--- src/rtl/hub_egress_rr_arbiter.sv ---
// Hub egress arbiter: sc has strict priority, grid FIFOs round-robin, 2-entry output buffer.
// Optional perf counters enabled by defining HUB_ARB_PERF_COUNTERS_EN.
module hub_egress_rr_arbiter #(
    parameter int FIFO_COUNT     = 8,
    parameter int HUB_FIFO_WIDTH = 64,
    parameter int FIFO_IDWIDTH   = 4,
    parameter int DATA_WIDTH     = HUB_FIFO_WIDTH - FIFO_IDWIDTH
) (
    input  logic                             clk,
    input  logic                             reset,
    input  logic [DATA_WIDTH*FIFO_COUNT-1:0] in_data_vector,
    input  logic [FIFO_COUNT-1:0]            in_valid_vector,
    output logic [FIFO_COUNT-1:0]            in_ready_vector,
    input  logic [DATA_WIDTH-1:0]            sc_in_data,
    input  logic                             sc_in_valid,
    output logic                             sc_in_ready,
    output logic [HUB_FIFO_WIDTH-1:0]        out_data,
    output logic                             out_valid,
    input  logic                             out_ready,
`ifdef HUB_ARB_PERF_COUNTERS_EN
    output logic [31:0]                      perf_words_out,
    output logic [31:0]                      perf_stall_cycles,
`endif
    output logic                             has_flying_messages
);

    localparam int PTR_W = (FIFO_COUNT > 1) ? $clog2(FIFO_COUNT) : 1;

    logic [PTR_W-1:0]          r_rr_ptr;
    logic [1:0]                r_count;
    logic [HUB_FIFO_WIDTH-1:0] r_q0;
    logic [HUB_FIFO_WIDTH-1:0] r_q1;

    logic                      w_can_accept;
    logic                      w_grid_hit;
    logic [PTR_W-1:0]          w_grant_idx;
    logic [PTR_W-1:0]          w_idx;
    logic                      w_sc_win;
    logic                      w_grid_acc;
    logic                      w_push;
    logic                      w_pop;
    logic [HUB_FIFO_WIDTH-1:0] w_push_data;

    assign w_can_accept = (r_count != 2'd2);

    // First valid port at or after the round-robin pointer
    always_comb begin
        w_grid_hit  = 1'b0;
        w_grant_idx = '0;
        w_idx       = '0;
        for (int k = 0; k < FIFO_COUNT; k++) begin
            w_idx = PTR_W'((int'(r_rr_ptr) + k) % FIFO_COUNT);
            if (!w_grid_hit && in_valid_vector[w_idx]) begin
                w_grid_hit  = 1'b1;
                w_grant_idx = w_idx;
            end
        end
    end

    assign w_sc_win    = !reset && sc_in_valid && w_can_accept;
    assign sc_in_ready = w_sc_win;
    assign w_grid_acc  = !reset && !w_sc_win && w_grid_hit && w_can_accept;

    always_comb begin
        in_ready_vector = '0;
        if (!reset && !w_sc_win && w_grid_hit)
            in_ready_vector[w_grant_idx] = w_can_accept;
    end

    always_comb begin
        if (w_sc_win)
            w_push_data = {FIFO_IDWIDTH'(FIFO_COUNT), sc_in_data};
        else
            w_push_data = {FIFO_IDWIDTH'(w_grant_idx),
                           in_data_vector[int'(w_grant_idx)*DATA_WIDTH +: DATA_WIDTH]};
    end

    assign w_push              = w_sc_win || w_grid_acc;
    assign out_valid           = (r_count != 2'd0);
    assign out_data            = r_q0;
    assign w_pop               = out_valid && out_ready;
    assign has_flying_messages = (|in_valid_vector) || sc_in_valid || out_valid;

    // r_q0 is always the head; a pop shifts r_q1 forward or takes the new word
    always_ff @(posedge clk) begin
        if (reset) begin
            r_count  <= 2'd0;
            r_rr_ptr <= '0;
            r_q0     <= '0;
            r_q1     <= '0;
        end else begin
            r_count <= r_count + {1'b0, w_push} - {1'b0, w_pop};
            if (w_grid_acc)
                r_rr_ptr <= (w_grant_idx == PTR_W'(FIFO_COUNT - 1)) ? '0 : w_grant_idx + 1'b1;
            if (w_pop) begin
                if (r_count == 2'd2)
                    r_q0 <= r_q1;
                else if (w_push)
                    r_q0 <= w_push_data;
            end else if (w_push) begin
                if (r_count == 2'd0)
                    r_q0 <= w_push_data;
                else
                    r_q1 <= w_push_data;
            end
        end
    end

`ifdef HUB_ARB_PERF_COUNTERS_EN
    logic [31:0] r_perf_words;
    logic [31:0] r_perf_stall;

    always_ff @(posedge clk) begin
        if (reset) begin
            r_perf_words <= '0;
            r_perf_stall <= '0;
        end else begin
            if (w_pop && r_perf_words != 32'hFFFF_FFFF)
                r_perf_words <= r_perf_words + 32'd1;
            if (out_valid && !out_ready && r_perf_stall != 32'hFFFF_FFFF)
                r_perf_stall <= r_perf_stall + 32'd1;
        end
    end

    assign perf_words_out    = r_perf_words;
    assign perf_stall_cycles = r_perf_stall;
`endif

endmodule

--- config.mk ---
export PLATFORM = sky130hd
export DESIGN_NAME = hub_egress_rr_arbiter
export DESIGN_NICKNAME = d
export VERILOG_FILES = /design/src/rtl/hub_egress_rr_arbiter.sv
export SDC_FILE = /design/constraint.sdc
export NUM_CORES = 1
export LEC_CHECK = 0
export ABC_AREA = 1
export BUFFER_PORTS_ARGS = -buffer_cell sky130_fd_sc_hd__buf_2
export CAP_MARGIN = 20
export CORE_AREA = 2 2 244 246
export DETAILED_ROUTE_END_ITERATION = 7
export DIE_AREA = 0 0 246 248
export PLACE_DENSITY = 0.41
export RECOVER_POWER = 25
export SLEW_MARGIN = 30
export SYNTH_ARGS = -nofsm -noshare
export SYNTH_HDL_FRONTEND = slang
export SYNTH_SLANG_ARGS = --single-unit
--- constraint.sdc ---
create_clock -name clk -period 3.55 [get_ports clk]
set_input_delay 0.1775 -clock clk [delete_from_list [all_inputs] [get_ports clk]]
set_output_delay 0.1775 -clock clk [all_outputs]
set_load 0.05 [all_outputs]
Word level (Yosys, flattened, before mapping):

Index checks and enable logic that the tools add are counted.

* flip-flop bits (word level): 133
* bits of input ports: 552
* word-level logic and storage cells: 108

* add/subtract/negate cells: 10
* multipliers: 1
* magnitude comparators: 10
* equal/unequal tests: 3
* shift-type cells: 1
* muxes and demuxes: 42
* bitwise operators: 3
* reductions and logical operators: 34

Operator list (count)
* 480-bit by 10-bit variable part select with 60-bit output: 1
* 64-bit 2-to-1 mux: 6
* 3-bit by 4-bit < comparator with 1-bit output (second input constant): 9
* 3-bit 2-to-1 mux: 9
* 1-bit binary-select mux with 3-bit select: 8
* 1-bit 2-to-1 mux: 17
* 1-bit logical AND: 14
* 3-bit adder (second input constant): 4
* 1-bit logical NOT: 9
* 8-bit bitwise AND: 1
* 8-bit 2-to-1 mux: 1
* 2-bit nonzero test: 4
* 8-bit OR reduction: 1
* 3-bit by 4-bit multiplier with 7-bit output (second input constant): 1
* 3-bit by 1-bit adder with 3-bit output (second input constant): 2
* 3-bit by 2-bit adder with 3-bit output (second input constant): 2
* 3-bit AND reduction: 2
* 1-bit demux with 3-bit select: 1
* 3-bit == test (second input constant): 1
* 3-bit by 1-bit >= comparator with 1-bit output (second input constant): 1
* 1-bit logical OR: 3
* 2-bit by 1-bit adder with 2-bit output: 1
* 2-bit == test (second input constant): 1
* 2-bit logical NOT: 1
* 3 further kinds: 4

Longest topological paths before layout:

* depth after elaboration: 30
* gate-level depth with buffers: 25
* mapped depth without buffers: 22

Least setup slack after synthesis:

OpenSTA, ideal clock, no wires.

* path kind: flip-flop to output port
* start point: reg r_rr_ptr[1]
* end point: out in_ready_vector[1]
* data arrival time: 3.247 ns
* required time: 3.372 ns
* path slack: 0.125 ns
* cell stages (with the launch flop): 20
* cells stage by stage: dfxtp_1 -> buf_4 -> clkinv_2 -> ha_1 -> inv_2 -> nand3_1 -> nand3_1 -> nand2_1 -> nor2_4 -> nand4_4 -> nor2_4 -> nand2_1 -> nand3b_1 -> buf_4 -> nand2_4 -> buf_6 -> buf_2 -> inv_1 -> nand2_1 -> nor2_1

* longest elaborated chain between the ends: 30
* elaborated cells between the ends (all ways): 61

Ends and longest elaborated chain
* start, declared: RTL line 29 `logic [PTR_W-1:0] r_rr_ptr;`
* start signal, assigned: RTL line 94 `r_rr_ptr <= (w_grant_idx == PTR_W'(FIFO_COUNT - 1)) ? '0 : w_grant_idx + 1'b1;`
* branches (longest 29 deep; another with 3-bit by 1-bit adder with 3-bit output)
* 8-bit 2-to-1 mux (*): RTL line 66 `if (!reset && !w_sc_win && w_grid_hit)`
* end, declared: RTL line 13 `output logic [FIFO_COUNT-1:0] in_ready_vector,`

Every way passes the cells marked *. The select of a mux whose other input is x is not followed.

Worst setup path after layout:

* start point: reg r_rr_ptr[1]
* end point: reg r_q0[39] (netlist: out_data[39])

* longest elaborated chain between the ends: 30
* elaborated cells between the ends (all ways): 67

Ends and longest elaborated chain
* branches (longest 30 deep; another with 3-bit by 1-bit adder with 3-bit output)
* end signal, assigned: RTL line 97 `r_q0 <= r_q1;`
* end signal, assigned: RTL line 99 `r_q0 <= w_push_data;`
* end signal, assigned: RTL line 102 `r_q0 <= w_push_data;`
* end, declared: RTL line 31 `logic [HUB_FIFO_WIDTH-1:0] r_q0;`

Several ways; the timed one is not identified. The select of a mux whose other input is x is not followed.
A chain may end at the register's enable or synchronous reset.

==> out/results.txt <==
Outcome - complete, no violations
Die Width - 246 um
DP Worst Slack - -0.126 ns
Via count - 16700
Worst slew margin - 42.5%
WHS - 0.109 ns
Max_cap viols - 0
HP Start - out_ready
Warnings from Yosys - 0
First-pass GRT wire length - 106000 um
Post-synth ARST share - 0%
Die area - 61000 um2
Share of cells above drive strength 1 - 27.7%
Crit path kind - reg2reg
Fillers - 6740
Slew Limit Fails - 0
Area leader, netlist - nand2_1
CP Max Fanout - 31
Drt initial violations - 957
NumNets Final - 3360
Area contributors post-synth - nand2_1 (30%), dfxtp_1 (22%), nand3_1 (12%)
CTS tree - yes
Worst-margin pin slew - 0.866 ns
Initial DRT Pass Iterations - 5
Gr usage total - 23.5%
Endpoints failing hold - 0
Startpoint types - flip-flop
H-tree depth - 4
Count of different cell masters after synthesis - 36
Fmax - 0.294 GHz
Syn Inst Count - 2230
Final setup TNS - 0 ns
Data arrival, critical path - 3.76 ns
Synth Flop Type - dfxtp_1
Clock skew - 0.0155 ns
Starting density of the core - 20.4%
Number of synthesized flops with an enable pin - 0
Clock sinks - 133
Final min period - 3.40 ns
Routability cong. - 0.918
Hold buffers post-CTS - 0
Final Cycle Share - 95.7%
Overflow after GRT - 0
Worst setup margin - 0.154 ns
Multi-input logic area - 8240 um2
Via density - 4.64
Wire per inst - 20.7 um
RSZ-0062 raised after global routing - yes
Area Growth Syn to Fin - 44.6%
Root Buffer - clkbuf_16
Avg Cell Area, Syn - 5.35 um2
Row count - 89
Final ANT Viol Nets - 0
Clock Path Buffers - 2
IO Pins - 627
Final WL - 74400 um
Syn_nets - 2788
HP Class - in2reg
Sequential cell area - 2670 um2
Required arrival time at the worst endpoint - 3.91 ns
DP HPWL - 58200 um
Register area share after synthesis - 22.3%
Cell area after synthesis - 11900 um2
CTS Buf Count - 17
IO Port Bufs - 626
Die H - 248 um
#FFs+latches synth - 133
Yosys top cell area share - 30.3%
Clk Latency, worst-skew pair - 0.44 ns
Reg clk slew, reported paths - 0.06 ns
Initial antenna violation count - 12
Vias in the first global route - 16700
Largest net degree at the start of global routing - 94
Critical Path Start - r_rr_ptr[1]$_SDFFE_PP0P_
Reg-to-reg startpoint - r_rr_ptr[1]$_SDFFE_PP0P_
Final setup vio count - 0
DRC - 0
Crit end category - flip-flop
Core Area - 58500 um2
[state kept, by name, indices dropped and copies added, names as in the netlist]
signal and flops:
r_rr_ptr 3, out_data 64, r_count 2, r_q1 64
[final timing paths]
| path | endpoint | slack, ns | cells after the start |
|---|---|---|---|
| setup / recovery | out_data[39]$_SDFFE_PP0P_ | 0.15 | 22 |
| hold / removal | r_q1[63]$_SDFFE_PP0P_ | 0.11 | 4 |
| hold reg to reg | out_data[9]$_SDFFE_PP0P_ | 0.47 | 2 |
| setup reg to reg | out_data[39]$_SDFFE_PP0P_ | 0.15 | 22 |
[final cells by class]
| cell class | instances | area share (%) |
|---|---|---|
| clock inverters | 11 | 0.856 |
| multi-input cells | 1824 | 47.8 |
| repair buffers | 721 | 25.0 |
| well taps | 773 | 5.61 |
| diodes | 11 | 0.160 |
| clock buffers | 21 | 2.79 |
| inverters | 105 | 2.36 |
| flip-flops and latches | 133 | 15.5 |
[metal layers]
layer / part of all wire (%) / vias up / track usage, %
met5: 0 / - / 0
met4: 3.6 / 0 / 9.02
met3: 5.2 / 86 / 3.15
met2: 52 / 621 / 45.2
met1: 39 / 7721 / 25.9
li1: - / 8259 / -
[cell families (layout without fill, tap and decap cells)]
group / after synthesis / after routing / share of synthesized area (%)
buf+inv: 273 / 858 / 11.0
fa+ha+maj: 6 / 6 / 0.630
simple gates: 1486 / 1486 / 50.5
flops: 133 / 133 / 22.3
other cells: 0 / 11 / 0
xor+xnor: 6 / 6 / 0.567
compound gates: 326 / 326 / 15.0
[through the flow]
| stage | cell area (um2) | std cells | utilization, % |
|---|---|---|---|
| global route | 17200 | 3595 | 29.5 |
| floorplan | 11900 | 2230 | - |
| finish | 17200 | 3599 | 29.5 |
| global placement | 16000 | 3534 | 27.4 |
| CTS | 16900 | 3576 | 28.9 |
| detailed placement | 16000 | 3534 | 27.4 |
[Yosys cell counts, types with 3 or more instances]
library cell / number
inv_1: 100
nand3_2: 4
o21bai_1: 60
nand3_1: 274
nand4_1: 3
buf_6: 23
nor2_1: 229
buf_4: 13
ha_1: 6
xor2_1: 3
o21ai_1: 61
inv_2: 3
clkbuf_1: 82
nor3_1: 3
dfxtp_1: 133
o21ai_0: 71
buf_1: 3
nand2_1: 963
buf_2: 47
a21oi_1: 131
[placed cells by master, fill, tap and decap left out, types with 4 or more instances in the layout]
cell | netlist | layout
a21oi_1 | 131 | 130
buf_12 | 0 | 24
buf_2 | 47 | 567
buf_4 | 13 | 59
buf_6 | 23 | 13
clkbuf_1 | 82 | 50
clkbuf_16 | 0 | 19
clkbuf_8 | 0 | 4
clkinv_2 | 1 | 4
dfxtp_1 | 133 | 131
diode_2 | 0 | 11
ha_1 | 6 | 4
inv_1 | 100 | 97
nand2_1 | 963 | 954
nand2_2 | 1 | 8
nand3_1 | 274 | 262
nand3_2 | 4 | 14
nor2_1 | 229 | 214
nor2_2 | 0 | 9
nor2_4 | 2 | 8
o21ai_0 | 71 | 71
o21ai_1 | 61 | 60
o21bai_1 | 60 | 48
o21bai_2 | 0 | 11
[critical path, cell delays in order (launching register included)]
cell and delay [ns]:
dfxtp_2 0.33, clkinv_2 0.07, ha_4 0.28, inv_4 0.09, nand3_2 0.09, nand3_2 0.09, nand2_1 0.08, nor2_4 0.18
nand4_4 0.13, nor2_4 0.15, nand2_1 0.08, nand3b_1 0.22, buf_4 0.24, buf_12 0.20, buf_12 0.19, nand3_1 0.11
nand2_1 0.19, nand2_1 0.10, nand3_1 0.13, o21bai_1 0.10, nand2_1 0.06, nand2_1 0.05, a21oi_1 0.10
[timing repair]
| item | 4_1_cts | 5_1_grt |
|---|---|---|
| gates resized for setup | 23 | 62 |
| hold endpoints to repair | 0 | 0 |
| buffers inserted | 8 | 10 |
| gates cloned | 2 | 2 |
| setup endpoints to repair | 18 | 83 |
| pin swaps | 3 | 12 |
Power is left out: the tool's default activity adds up to more than one toggle a clock period on the data nets, which glitch-free logic cannot reach.
